==> src/rtl/flow_route_sequencer.sv <==
// Routes one source chain through its junction4 switches to a device branch or the merge,
// then drains it. Optional abort input is enabled by defining FLOW_ROUTE_ABORT_EN.
module flow_route_sequencer #(
   parameter int CHANNELS = 2,
   parameter int STAGES   = 9,
   parameter int DWELL_W  = 16,
   parameter int SETTLE   = 4,
   localparam int CHAN_W  = (CHANNELS > 1) ? $clog2(CHANNELS) : 1,
   localparam int STAGE_W = $clog2(STAGES + 1),
   localparam int SW_W    = 2 * CHANNELS * STAGES
) (
   input  logic                clk,
   input  logic                rst_n,
`ifdef FLOW_ROUTE_ABORT_EN
   input  logic                abort,
`endif
   input  logic                req_valid,
   output logic                req_ready,
   input  logic [CHAN_W-1:0]   req_chan,
   input  logic [STAGE_W-1:0]  req_stage,
   input  logic                req_port,
   input  logic [DWELL_W-1:0]  req_dwell,
   output logic [SW_W-1:0]     sw_sel,
   output logic [CHANNELS-1:0] merge_sel,
   output logic                busy,
   output logic                done,
   output logic                err,
   output logic [2:0]          dbg_state
);

   localparam int CNT_W = (DWELL_W > 4) ? DWELL_W : 4;

   // Handshake: a request transfers on a rising edge where req_valid and req_ready are both 1;
   // req_ready is high only in IDLE, and requests seen at any other time are dropped.
   typedef enum logic [2:0] {
      S_IDLE  = 3'd0,
      S_PRIME = 3'd1,
      S_DWELL = 3'd2,
      S_DRAIN = 3'd3,
      S_DONE  = 3'd4
   } state_e;

   state_e                state_q;
   logic [SW_W-1:0]       sw_sel_q;
   logic [CHANNELS-1:0]   merge_q;
   logic                  done_q;
   logic                  err_q;
   logic                  ready_q;
   logic                  aborted_q;
   logic [CNT_W-1:0]      cnt_q;
   logic [CHAN_W-1:0]     chan_q;
   logic [STAGE_W-1:0]    stage_q;
   logic                  port_q;
   logic [DWELL_W-1:0]    dwell_q;
   logic                  abort_w;
   logic                  req_bad;

`ifdef FLOW_ROUTE_ABORT_EN
   assign abort_w = abort;
`else
   assign abort_w = 1'b0;
`endif

   assign req_bad = (int'(req_chan) >= CHANNELS) || (int'(req_stage) > STAGES);

   // Upstream switches pass downstream; the target opens its device branch unless draining.
   function automatic logic [SW_W-1:0] route_codes(input logic [CHAN_W-1:0]  c,
                                                   input logic [STAGE_W-1:0] st,
                                                   input logic               p,
                                                   input logic               upstream_only);
      logic [SW_W-1:0] v;
      v = '0;
      for (int ch = 0; ch < CHANNELS; ch++) begin
         for (int s = 0; s < STAGES; s++) begin
            if (int'(c) == ch) begin
               if (s < int'(st)) begin
                  v[2*(ch*STAGES+s) +: 2] = 2'b11;
               end else if ((s == int'(st)) && !upstream_only) begin
                  v[2*(ch*STAGES+s) +: 2] = p ? 2'b10 : 2'b01;
               end
            end
         end
      end
      return v;
   endfunction

   function automatic logic [CHANNELS-1:0] merge_code(input logic [CHAN_W-1:0]  c,
                                                      input logic [STAGE_W-1:0] st);
      logic [CHANNELS-1:0] m;
      m = '0;
      for (int ch = 0; ch < CHANNELS; ch++) begin
         if ((int'(c) == ch) && (int'(st) == STAGES)) m[ch] = 1'b1;
      end
      return m;
   endfunction

   always_ff @(posedge clk) begin
      if (!rst_n) begin
         state_q   <= S_IDLE;
         sw_sel_q  <= '0;
         merge_q   <= '0;
         done_q    <= 1'b0;
         err_q     <= 1'b0;
         ready_q   <= 1'b0;
         aborted_q <= 1'b0;
         cnt_q     <= '0;
         chan_q    <= '0;
         stage_q   <= '0;
         port_q    <= 1'b0;
         dwell_q   <= '0;
      end else begin
         done_q <= 1'b0;
         err_q  <= 1'b0;
         case (state_q)
            S_IDLE: begin
               ready_q <= 1'b1;
               if (req_valid && ready_q) begin
                  if (req_bad) begin
                     err_q <= 1'b1;
                  end else begin
                     chan_q    <= req_chan;
                     stage_q   <= req_stage;
                     port_q    <= req_port;
                     dwell_q   <= (req_dwell == '0) ? DWELL_W'(1) : req_dwell;
                     sw_sel_q  <= route_codes(req_chan, req_stage, req_port, 1'b0);
                     merge_q   <= merge_code(req_chan, req_stage);
                     cnt_q     <= CNT_W'(SETTLE);
                     aborted_q <= 1'b0;
                     ready_q   <= 1'b0;
                     state_q   <= S_PRIME;
                  end
               end
            end
            S_PRIME: begin
               if (abort_w) begin
                  aborted_q <= 1'b1;
                  sw_sel_q  <= route_codes(chan_q, stage_q, port_q, 1'b1);
                  merge_q   <= '0;
                  cnt_q     <= CNT_W'(SETTLE);
                  state_q   <= S_DRAIN;
               end else if (cnt_q == CNT_W'(1)) begin
                  cnt_q   <= CNT_W'(dwell_q);
                  state_q <= S_DWELL;
               end else begin
                  cnt_q <= cnt_q - CNT_W'(1);
               end
            end
            S_DWELL: begin
               // Down-count from the latched dwell; reloads on entry so it never wraps.
               if (abort_w || (cnt_q == CNT_W'(1))) begin
                  aborted_q <= abort_w;
                  sw_sel_q  <= route_codes(chan_q, stage_q, port_q, 1'b1);
                  merge_q   <= '0;
                  cnt_q     <= CNT_W'(SETTLE);
                  state_q   <= S_DRAIN;
               end else begin
                  cnt_q <= cnt_q - CNT_W'(1);
               end
            end
            S_DRAIN: begin
               // SETTLE cycles with upstream still passing, then one all-closed cycle.
               if (cnt_q == '0) begin
                  done_q  <= 1'b1;
                  err_q   <= aborted_q;
                  state_q <= S_DONE;
               end else begin
                  if (cnt_q == CNT_W'(1)) sw_sel_q <= '0;
                  cnt_q <= cnt_q - CNT_W'(1);
               end
            end
            S_DONE: begin
               ready_q <= 1'b1;
               cnt_q   <= '0;
               state_q <= S_IDLE;
            end
            default: begin
               state_q <= S_IDLE;
            end
         endcase
      end
   end

   assign req_ready = ready_q & rst_n;
   assign sw_sel    = sw_sel_q;
   assign merge_sel = merge_q;
   assign busy      = (state_q != S_IDLE);
   assign done      = done_q;
   assign err       = err_q;
   assign dbg_state = state_q;

endmodule

==> config.mk <==
export PLATFORM = sky130hd
export DESIGN_NAME = flow_route_sequencer
export DESIGN_NICKNAME = d
export VERILOG_FILES = /design/src/rtl/flow_route_sequencer.sv
export SDC_FILE = /design/constraint.sdc
export NUM_CORES = 1
export LEC_CHECK = 0
export BUFFER_PORTS_ARGS = -buffer_cell sky130_fd_sc_hd__buf_2
export CORE_MARGIN = 2
export CORE_UTILIZATION = 40
export DETAILED_ROUTE_END_ITERATION = 8
export GPL_TIMING_DRIVEN = 0
export PLACE_DENSITY = 0.62
export SYNTH_ARGS = -nofsm -noshare
export SYNTH_HDL_FRONTEND = slang
export SYNTH_SLANG_ARGS = --single-unit
==> constraint.sdc <==
create_clock -name clk -period 1.88 [get_ports clk]
set_input_delay 0.188 -clock clk [delete_from_list [all_inputs] [get_ports clk]]
set_output_delay 0.188 -clock clk [all_outputs]
set_load 0.05 [all_outputs]
* After elaboration in Yosys (flattened, before gate mapping) *
Index checks and enable logic that the tools add are counted.

operators by class
  add/subtract/negate cells = 1
  magnitude comparators = 19
  eq/ne operators = 21
  mux-type cells = 100
  bitwise logic cells = 3
  reductions and logical operators = 18

operator list
  cell                                                       number
  two-way mux 36 bit                                         5
  two-way mux 2 bit                                          67
  case mux 36 bit (3 select lines)                           1
  two-way mux 16 bit                                         6
  case mux 16 bit (5 select lines)                           1
  logical NOT 16 bit                                         2
  less-than comparator 3 x 4 -> 1 bit, first input constant  8
  equality test 4 bit, first input constant                  5
  equality test 16 x 1 -> 1 bit, second input constant       1
  less-than comparator 1 x 4 -> 1 bit, first input constant  4
  less-than comparator 2 x 4 -> 1 bit, first input constant  4
  subtractor 16 x 1 -> 16 bit, second input constant         1
  two-way mux 3 bit                                          5
  != test 2 bit, second input constant                       7
  case mux 3 bit (4 select lines)                            1
  two-way mux 1 bit                                          10
  equality test 3 x 4 -> 1 bit, first input constant         2
  less-than comparator 4 bit, first input constant           2
  AND reduction 4 bit                                        2
  equality test 3 x 2 -> 1 bit, second input constant        2
  case mux 1 bit (2 select lines)                            3
  AND reduction 6 bit                                        1
  nonzero test 3 bit                                         2
  AND reduction 5 bit                                        1
  other kinds (15)                                           19

word-level totals
  register bits after elaboration = 82
  bits of input ports = 25
  output and inout bits = 45
  logic and storage cells = 173

* Depth between registers and ports, before layout *
Gate-level depths: netlist of run 1.

  depth in word-level cells = 7
  gate-level depth with buffers = 10
  depth with buffers taken out = 8

* Least setup slack after synthesis of run 1 *
Ideal clock, no wire load.

  kind = register -> register
  start = reg state_q[1] (netlist: dbg_state[1])
  end = reg cnt_q[6]
  library setup time = 119 ps
  arrival time = 2237 ps
  required time = 1761 ps
  slack = -476 ps
  stages on the path, launching flop included = 9
  path buffers = 2
  clock period less this slack = 2356 ps
  cell sequence = dfxtp_1 buf_2 nor3_1 inv_1 o21ai_0 o21a_1 buf_2 a22oi_1 nand2_1

between the ends
  cells in the longest elaborated chain, start to end = 3
  elaborated cells between the ends (all ways) = 11
  classes of those cells = eq/ne (7); mux (1); reduce/logical (3)

RTL lines
  element                                                               line  text
  from (decl)                                                           43    state_e state_q;
  from (signal assigned)                                                99    state_q <= S_IDLE;
  from (signal assigned)                                                130   state_q <= S_PRIME;
  from (signal assigned)                                                140   state_q <= S_DRAIN;
  equality test 3 x 2 -> 1 bit (tied with other cells)                  114   case (state_q)
  nonzero test 5 bit (no source line) or != test 2 bit (tied branches)  -
  AND reduction 4 bit (no source line)                                  -
  to (signal assigned)                                                  127   cnt_q <= CNT_W'(SETTLE);
  to (signal assigned)                                                  139   cnt_q <= CNT_W'(SETTLE);
  to (signal assigned)                                                  142   cnt_q <= CNT_W'(dwell_q);
  to (decl)                                                             50    logic [CNT_W-1:0] cnt_q;

Parallel ways exist; a longest one is shown, timed or not.
A chain may end at the register's enable or synchronous reset.

* Worst setup path in the final report of run 1 *
  start = reg cnt_q[5]
  end = reg sw_sel_q[26] (netlist: sw_sel[26])

between the ends
  cells in the longest elaborated chain, start to end = 3
  elaborated cells between the ends (all ways) = 6
  classes of those cells = eq/ne (4); reduce/logical (2)

RTL lines
  element                                                              line           text
  equality test 16 x 1 -> 1 bit or logical NOT 16 bit (tied branches)  150, 167, 162
  != test 2 bit (no source line)                                       -
  AND reduction 6 bit (no source line) *                               -
  to (signal assigned)                                                 125            sw_sel_q <= route_codes(req_chan, req_stage, req_port, 1'b0);
  to (signal assigned)                                                 137            sw_sel_q <= route_codes(chan_q, stage_q, port_q, 1'b1);
  to (signal assigned)                                                 152            sw_sel_q <= route_codes(chan_q, stage_q, port_q, 1'b1);
  to (decl)                                                            44             logic [SW_W-1:0] sw_sel_q;

Mark *: on every way between the ends. The rest lies on a longest branch, timed or not.

==> metrics.md, run 1 <==
| Metric | Value |
|---|---|
| WP data arrival | `2.36 ns` |
| Final ANT Viol Nets | `0` |
| DR vias/cell | `5.897` |
| RSZ-0062 raised after global routing | `yes` |
| Leakage power total | `0.002540 µW` |
| First-pass GRT wire length | `20950 µm` |
| Area grow syn2layout | `33.46%` |
| Pwr Density | `786.6 nW/µm²` |
| Worst Path Class, Setup | `reg2reg` |
| Number of I/O port buffers | `67` |
| Total I/O pin count | `70` |
| Power share of the clock group | `28.8%` |
| Post-synth EDFFs | `0` |
| Startpoint types | `flip-flop` |
| Initial Util | `40.82%` |
| Post-synth top area share | `39.00%` |
| Layout cell share with drive strength beyond 1 | `32.30%` |
| Crit. Startpoint | `cnt_q[5]` |
| Reg-to-Reg End | `sw_sel[26]` |
| Setup violators final | `50` |
| Fin crit share | `112.4%` |
| Iter 0 DRT Violations | `311` |
| Syn Inst Count | `497` |
| Hold Path End | `err` |
| Syn_area_per_cell | `8.366 µm²` |
| Hold Path Class | `in2reg` |
| Comb power frac | `27.9%` |
| Main flop type after synthesis | `dfxtp_1` |
| Fin nets | `636` |
| Ys async rst share | `0%` |
| Post-synth design cell area | `4158 µm²` |
| Hold WS | `0.05610 ns` |
| DP HPWL | `9576 µm` |
| Tmin final | `2.113 ns` |
| Setup TNS | `-8.118 ns` |
| Cell Rows | `37` |
| Initial antenna violation count | `0` |
| Antenna Cells | `0` |
| Switching power total | `1425 µW` |
| Total grt overflow | `0` |
| Hold path startpoint | `req_valid` |
| Worst Max-Slew Pin Slew | `0.8162 ns` |
| TritonCTS clock tree | `built` |
| Register Area | `1652 µm²` |
| Clock skew | `0.01184 ns` |
| Switching share of power | `32.65%` |
| Crit Path Max Fanout | `7` |
| Clock slew at reported path FFs | `0.09 ns` |
| Area occupied by multi-input gates | `2510 µm²` |
| Largest cells by area after synthesis | `dfxtp_1, o211a_1, nand2_1` |
| Hold-fix buffers, CTS | `0` |
| Reg2Reg Setup Slack | `-0.23 ns` |
| Final Hold Fails | `0` |
| Drt wl/cell | `18.46 µm` |
| Detailed Routing Iterations Pass 1 | `6` |
| GRT Util Overall | `23.68%` |
| Pin count of the biggest net entering global routing | `13` |
| Total number of vias | `4417` |
| WP buf/inv | `2` |
| Int Power | `2940 µW` |
| Yosys cell types | `60` |
| Synthesis warning total | `0` |
| Hold Path Stages | `3` |
| Leading area contributor after synthesis | `dfxtp_1` |
| Maximum VDD drop | `0.5674 mV` |
| Clock tree sinks | `81` |
| Number of H-tree levels | `3` |
| Reg power frac | `43.3%` |
| Outcome | `finished, violations left` |
| CTS Buf Count | `9` |
| Final wirelength | `13820 µm` |
| Fill count | `950` |
| Clk_lat worst skew | `0.36 ns` |
| Worst path required time | `2.13 ns` |
| Peak Freq | `473.2 MHz` |
| CP endpoint kind | `flip-flop` |
| CTS Root Cell | `clkbuf_8` |
| Failing checks | `negative setup slack` |
| Cells along the critical path | `nor4_4, nand4_1, o21ai_1, and2_4, buf_12, buf_8, o211ai_1, o211a_1` |
| Worst flop-to-flop path startpoint | `cnt_q[5]` |
| Max_slew headroom | `45.08%` |
| CP peak stage delay | `0.41 ns` |
| Final Max Slew Viols | `0` |
| Register area share after synthesis | `39.00%` |
| Setup ws final | `-0.2334 ns` |
| Die area | `11230 µm²` |
| Max_cap viols | `0` |
| # DRC | `0` |
| CP max-delay cell | `nor4_4` |
| Syn_nets | `524` |
| Routability cong. | `0.9939` |
| CP delay by family, top | `simple AND/OR/NAND/NOR gates` |
| Height of the die | `106.0 µm` |
| Vias in the first global route | `4000` |
| #FFs+latches synth | `81` |
| CORE AREA | `10180 µm²` |
| Die Wd | `106.0 µm` |
| Clk buf depth | `2` |
| R2R depth | `8` |
cell usage after synthesis, types with 3 or more instances:
cell,count
xor2_1,4
a22o_1,3
o21a_1,3
buf_6,6
nand2b_1,6
nand2_1,79
a31oi_1,6
a22oi_1,7
o21ai_1,5
nor4_4,3
or2_2,3
or3_1,5
o21ai_0,20
nor3_1,14
o31a_1,3
o211ai_1,29
a21oi_1,37
a211oi_1,3
dfxtp_1,81
and2_1,5
or4_1,3
and3_1,3
nor3b_1,4
nand4_1,4
o31ai_1,5
o211a_1,32
clkbuf_1,30
nand3_1,5
nor4_1,8
inv_1,5
o221ai_1,4
a211oi_2,4
nor2_1,28
buf_2,7
sequential cells by signal, indices dropped and copies added, names as in the netlist:
register and count:
sw_sel 36, ready_q 1, cnt_q 16, merge_sel 2
dbg_state 3, chan_q 1, dwell_q 16, err 1
done 1, stage_q 4
per-layer routing:
layer	global-route usage, %	part of all wire [%]	vias to the layer above	wire [µm]
met5	0	0	-	0
met2	37.14	46	193	6338
met3	5.641	7.7	27	1066
met4	6.297	1.9	0	264
met1	32.72	45	2127	6155
li1	-	-	2070	-
power by group through the flow:
stage               clock (µW)  sequential [µW]  combinational, µW
floorplan                    0             2090                517
global placement             0             1910                922
detailed placement           0             1920                930
CTS                       1280             1890               1050
global route              1340             1900               1290
finish                    1260             1890               1220
metrics by stage:
stage	power (µW)	setup WS, ns	utilization [%]	cells	area [µm²]
2_1_floorplan	2604	-0.003096	-	497	4202
3_3_place_gp	2836	-0.3686	46.22	700	4707
3_5_place_dp	2849	-0.3563	46.22	700	4707
4_1_cts	4214	-0.1562	51.50	736	5245
5_1_grt	4526	-0.3226	54.48	749	5549
6_report	4365	-0.2334	54.48	749	5549
worst register-to-register path, cell delays in order (launching register included):
cell	delay, ns
dfxtp_4	0.38
nor4_4	0.41
nand4_1	0.25
o21ai_1	0.19
and2_4	0.21
buf_12	0.15
buf_8	0.11
o211ai_1	0.14
o211a_1	0.17
layout make-up:
cell class | count | area share (%)
Timing Repair Buffer | 106 | 13.24
Sequential cell | 81 | 29.76
Inverter | 5 | 0.3382
Multi-Input combinational cell | 365 | 45.23
Buffer | 41 | 4.983
Clock inverter | 2 | 0.6990
Clock buffer | 13 | 2.683
Tap cell | 136 | 3.067
worst max path at each step:
| stage | endpoint | slack [ns] | cells after the start |
|---|---|---|---|
| 2_1_floorplan | cnt_q[4] | -0.003 | 7 |
| 3_3_place_gp | sw_sel[7] | -0.37 | 6 |
| 3_5_place_dp | dwell_q[6] | -0.36 | 8 |
| 4_1_cts | sw_sel[33] | -0.16 | 8 |
| 5_1_grt | cnt_q[13] | -0.32 | 9 |
| 6_report | sw_sel[26] | -0.23 | 8 |
cells in the final DEF (no fill, tap or decap), types with 4 or more instances in the layout:
| master | instances |
|---|---|
| o31ai_1 | 5 |
| a211oi_2 | 4 |
| o211ai_1 | 29 |
| nand2_1 | 79 |
| a22oi_1 | 5 |
| nand3_1 | 4 |
| a31oi_1 | 6 |
| nor4_4 | 4 |
| o21ai_2 | 5 |
| o21ai_0 | 14 |
| dfxtp_1 | 69 |
| clkbuf_1 | 24 |
| buf_4 | 28 |
| nor4_1 | 7 |
| nor2_4 | 5 |
| buf_8 | 6 |
| o211a_1 | 32 |
| nand2b_1 | 6 |
| inv_1 | 4 |
| or3_1 | 4 |
| nor2_1 | 22 |
| buf_6 | 9 |
| nand4_1 | 4 |
| a21oi_1 | 36 |
| and2_1 | 4 |
| dfxtp_2 | 6 |
| buf_2 | 69 |
| clkbuf_2 | 4 |
| nor3_1 | 11 |
| dfxtp_4 | 6 |
| clkbuf_8 | 10 |
| o21ai_1 | 6 |
| xor2_1 | 4 |
kinds of logic (layout without fill, tap and decap cells):
kind of cell / after synthesis / in the layout / synth area share [%]
and+or+nand+nor: 182 / 182 / 22.27
AOI/OAI and AO/OA: 176 / 176 / 31.09
DFF: 81 / 81 / 39.00
buffers and inverters: 51 / 167 / 5.989
xor gates and xnor gates: 5 / 5 / 1.053
adders and majority gates: 2 / 2 / 0.6018
what timing repair did:
action,CTS,global route
setup endpoints to repair,72,72
pin swaps,16,23
cloned,4,3
gates resized for setup,58,40
setup buffers,21,12
Note: power is estimated with default switching activity, not from simulation.
==> inputs of run 2 (changes only) <==
- CORE_ASPECT_RATIO: not set -> 0.75
==> run 2 against run 1 <==
Net effect:
- the flow still finishes with violations (negative setup slack)
- clock power increased by 69%
- clock skew decreased by 0.0044 ns
- critical path depth increased by 1
- setup slack improved by 0.066 ns
- maximum frequency increased by 3.2%
- wire length increased by 3.6%
- combinational power decreased by 3%
- global-route usage increased by 1.8 points
- final area increased by 1.6%
- non-clock buffer count decreased by 10
- first-iteration DRC count increased by 38%
- critical path type unchanged
- critical endpoint is now sw_sel[14]
==> metrics.md, run 2 (synthesis gave the netlist of run 1 again) <==
| Metric | Value |
|---|---|
| Pin count of the biggest net entering global routing | `15 (+2)` |
| Post-DP Area | `4707 µm² (unchanged)` |
| Tmin final | `2.047 ns (-0.06615 ns)` |
| Total grt overflow | `0 (unchanged)` |
| Cells along the critical path | `nor4_4, buf_4, and4_4, nand4_1, and2_4, buf_12, buf_4, buf_8, o211a_1` |
| Clock skew | `0.007403 ns (-0.004438 ns)` |
| Drt wl/cell | `19.36 µm (+4.9%)` |
| Most frequent cells in the layout | `nand2_1, buf_2, dfxtp_1, a21oi_1, o211a_1` |
| CTS Buf Count | `9 (unchanged)` |
| Commonest non-fill, non-tap cell in the layout | `nand2_1` |
| Max_cap viols | `0 (unchanged)` |
| First-pass GRT wire length | `21950 µm (+4.8%)` |
| CP peak stage delay | `0.35 ns (-0.06 ns)` |
| Clock slew at reported path FFs | `0.06 ns (-0.03 ns)` |
| Maximum VDD drop | `0.5635 mV (-0.69%)` |
| Hold Path Class | `in2reg` |
| Fill count | `938 (-1.3%)` |
| Post-route cell area | `5639 µm² (+1.6%)` |
| TritonCTS clock tree | `built` |
| Final Max Slew Viols | `0 (unchanged)` |
| CORE AREA | `10210 µm² (+0.25%)` |
| Initial antenna violation count | `0 (unchanged)` |
| Layout cell share with drive strength beyond 1 | `34.11% (+1.8 points)` |
| Number of H-tree levels | `3 (unchanged)` |
| Worst path required time | `2.11 ns (-0.02 ns)` |
| DR vias/cell | `5.966 (+1.2%)` |
| DP HPWL | `9881 µm (+3.2%)` |
| Die area | `11230 µm² (about the same)` |
| Pwr Density | `924.2 nW/µm² (+17%)` |
| Height of the die | `92.30 µm (-13%)` |
| Setup violators final | `48 (-4.0%)` |
| GRT Util Overall | `25.52% (+1.8 points)` |
| Cells after DPL | `700 (unchanged)` |
| Crit Path Max Fanout | `7 (unchanged)` |
| Final Hold Fails | `0 (unchanged)` |
| Vias in the first global route | `3958 (-1.1%)` |
| Power after layout | `5212 µW (+19%)` |
| WP data arrival | `2.27 ns (-0.09 ns)` |
| Max_slew headroom | `43.00% (-2.1 points)` |
| Number of I/O port buffers | `67 (unchanged)` |
| Total number of vias | `4415 (-0.045%)` |
| Cell mode on critical path | `buf_4` |
| Cell Count, Final, Fillers Out | `740 (-1.2%)` |
| Failing checks | `negative setup slack` |
| Initial Util | `40.72% (-0.10 points)` |
| Die Wd | `121.7 µm (+15%)` |
| Total I/O pin count | `70 (unchanged)` |
| Area occupied by multi-input gates | `2536 µm² (+1.0%)` |
| Worst Path Class, Setup | `reg2reg` |
| Setup ws final | `-0.1672 ns (+0.06615 ns)` |
| Worst Setup Slack post-DPL | `-0.4514 ns (-0.09508 ns)` |
| Hold-fix buffers, CTS | `0 (unchanged)` |
| Outcome | `finished, violations left` |
| Fin crit share | `108.9% (-3.5 points)` |
| CP endpoint kind | `flip-flop` |
| Routability cong. | `0.9464 (-4.8%)` |
| Cell Rows | `32 (-14%)` |
| Antenna Cells | `0 (unchanged)` |
| Detailed Routing Iterations Pass 1 | `5 (-1)` |
| RSZ-0062 raised after global routing | `yes` |
| Area grow syn2layout | `35.63%` |
| Peak Freq | `488.5 MHz (+3.2%)` |
| CTS Root Cell | `clkbuf_16` |
| Startpoint types | `flip-flop` |
| Leakage power total | `0.002560 µW (+0.80%)` |
| Final ANT Viol Nets | `0 (unchanged)` |
| Register Area | `1654 µm² (+0.15%)` |
| Iter 0 DRT Violations | `429 (+38%)` |
| Worst Max-Slew Pin Slew | `0.8471 ns (+0.03093 ns)` |
| CP max-delay cell | `dfxtp_4` |
| Fin nets | `626 (-1.6%)` |
| Max reg flops | `36 (unchanged)` |
| Final wirelength | `14330 µm (+3.6%)` |
| Clock tree sinks | `81 (unchanged)` |
| Clk_lat worst skew | `0.34 ns (-0.02 ns)` |
| # DRC | `0 (unchanged)` |
| Clk buf depth | `2 (unchanged)` |
## run 2: cell count changes in the layout (fill, tap and decap cells not counted), moves of 3 or more
cell	before	now
dfxtp_1	69	65
nand3_2	0	3
dfxtp_2	6	11
clkbuf_16	3	11
clkbuf_8	10	0
nor2_2	2	5
clkbuf_1	24	20
buf_4	28	23
## run 2: worst paths after layout
kind,slack [ns],end,cells past startpoint,from
hold reg to reg,0.44,cnt_q[5],2,dwell_q[5]
hold / removal,0.09,dwell_q[15],3,req_dwell[15]
setup / recovery,-0.17,sw_sel[14],9,cnt_q[5]
setup reg to reg,-0.17,sw_sel[14],9,cnt_q[5]
## run 2: final cells by class
class                           instances  share of cell area [%]
Clock inverter                          5                   1.908
Timing Repair Buffer                   99                   11.23
Multi-Input combinational cell        365                   44.97
Clock buffer                           11                   4.504
Inverter                                5                  0.3328
Buffer                                 38                   4.704
Sequential cell                        81                   29.33
Tap cell                              136                   3.018
## run 2: report_power, final
group | internal [µW] | switching [µW]
sequential | 1810 | 86.2
clock | 1390 | 746
combinational | 453 | 729
## run 2: metrics by stage
step                      hold WS (ns)   TNS [ns]  utilization, %
after floorplan                 0.3063  -0.003096               -
after global placement          0.4338     -18.24           46.10
after detailed placement        0.4392     -19.99           46.10
after CTS                      0.08626     -3.530           52.92
after global routing           0.09014     -9.992           55.23
final                          0.09467     -4.338           55.23
## run 2: routing by layer
| layer | GRT usage, % | vias up | wire (µm) |
|---|---|---|---|
| met1 | 40.78 | 2151 | 7208 |
| met4 | 4.981 | 0 | 136 |
| met2 | 33.94 | 196 | 5794 |
| li1 | - | 2055 | - |
| met3 | 6.281 | 13 | 1186 |
| met5 | 0 | - | 0 |
## run 2: critical path: cells and delay by family, from the launching register on
kind	cells	cell delay, ns
compound gates	1	0.20
flops	1	0.35
buf+inv	4	0.60
simple gates	4	0.77
## run 2: repair_timing
| action | CTS | global route |
|---|---|---|
| gates cloned | 4 | 1 |
| endpoints found under the setup margin | 74 | 69 |
| pin swaps | 22 | 20 |
| resized for setup | 54 | 51 |
| setup buffers | 21 | 7 |
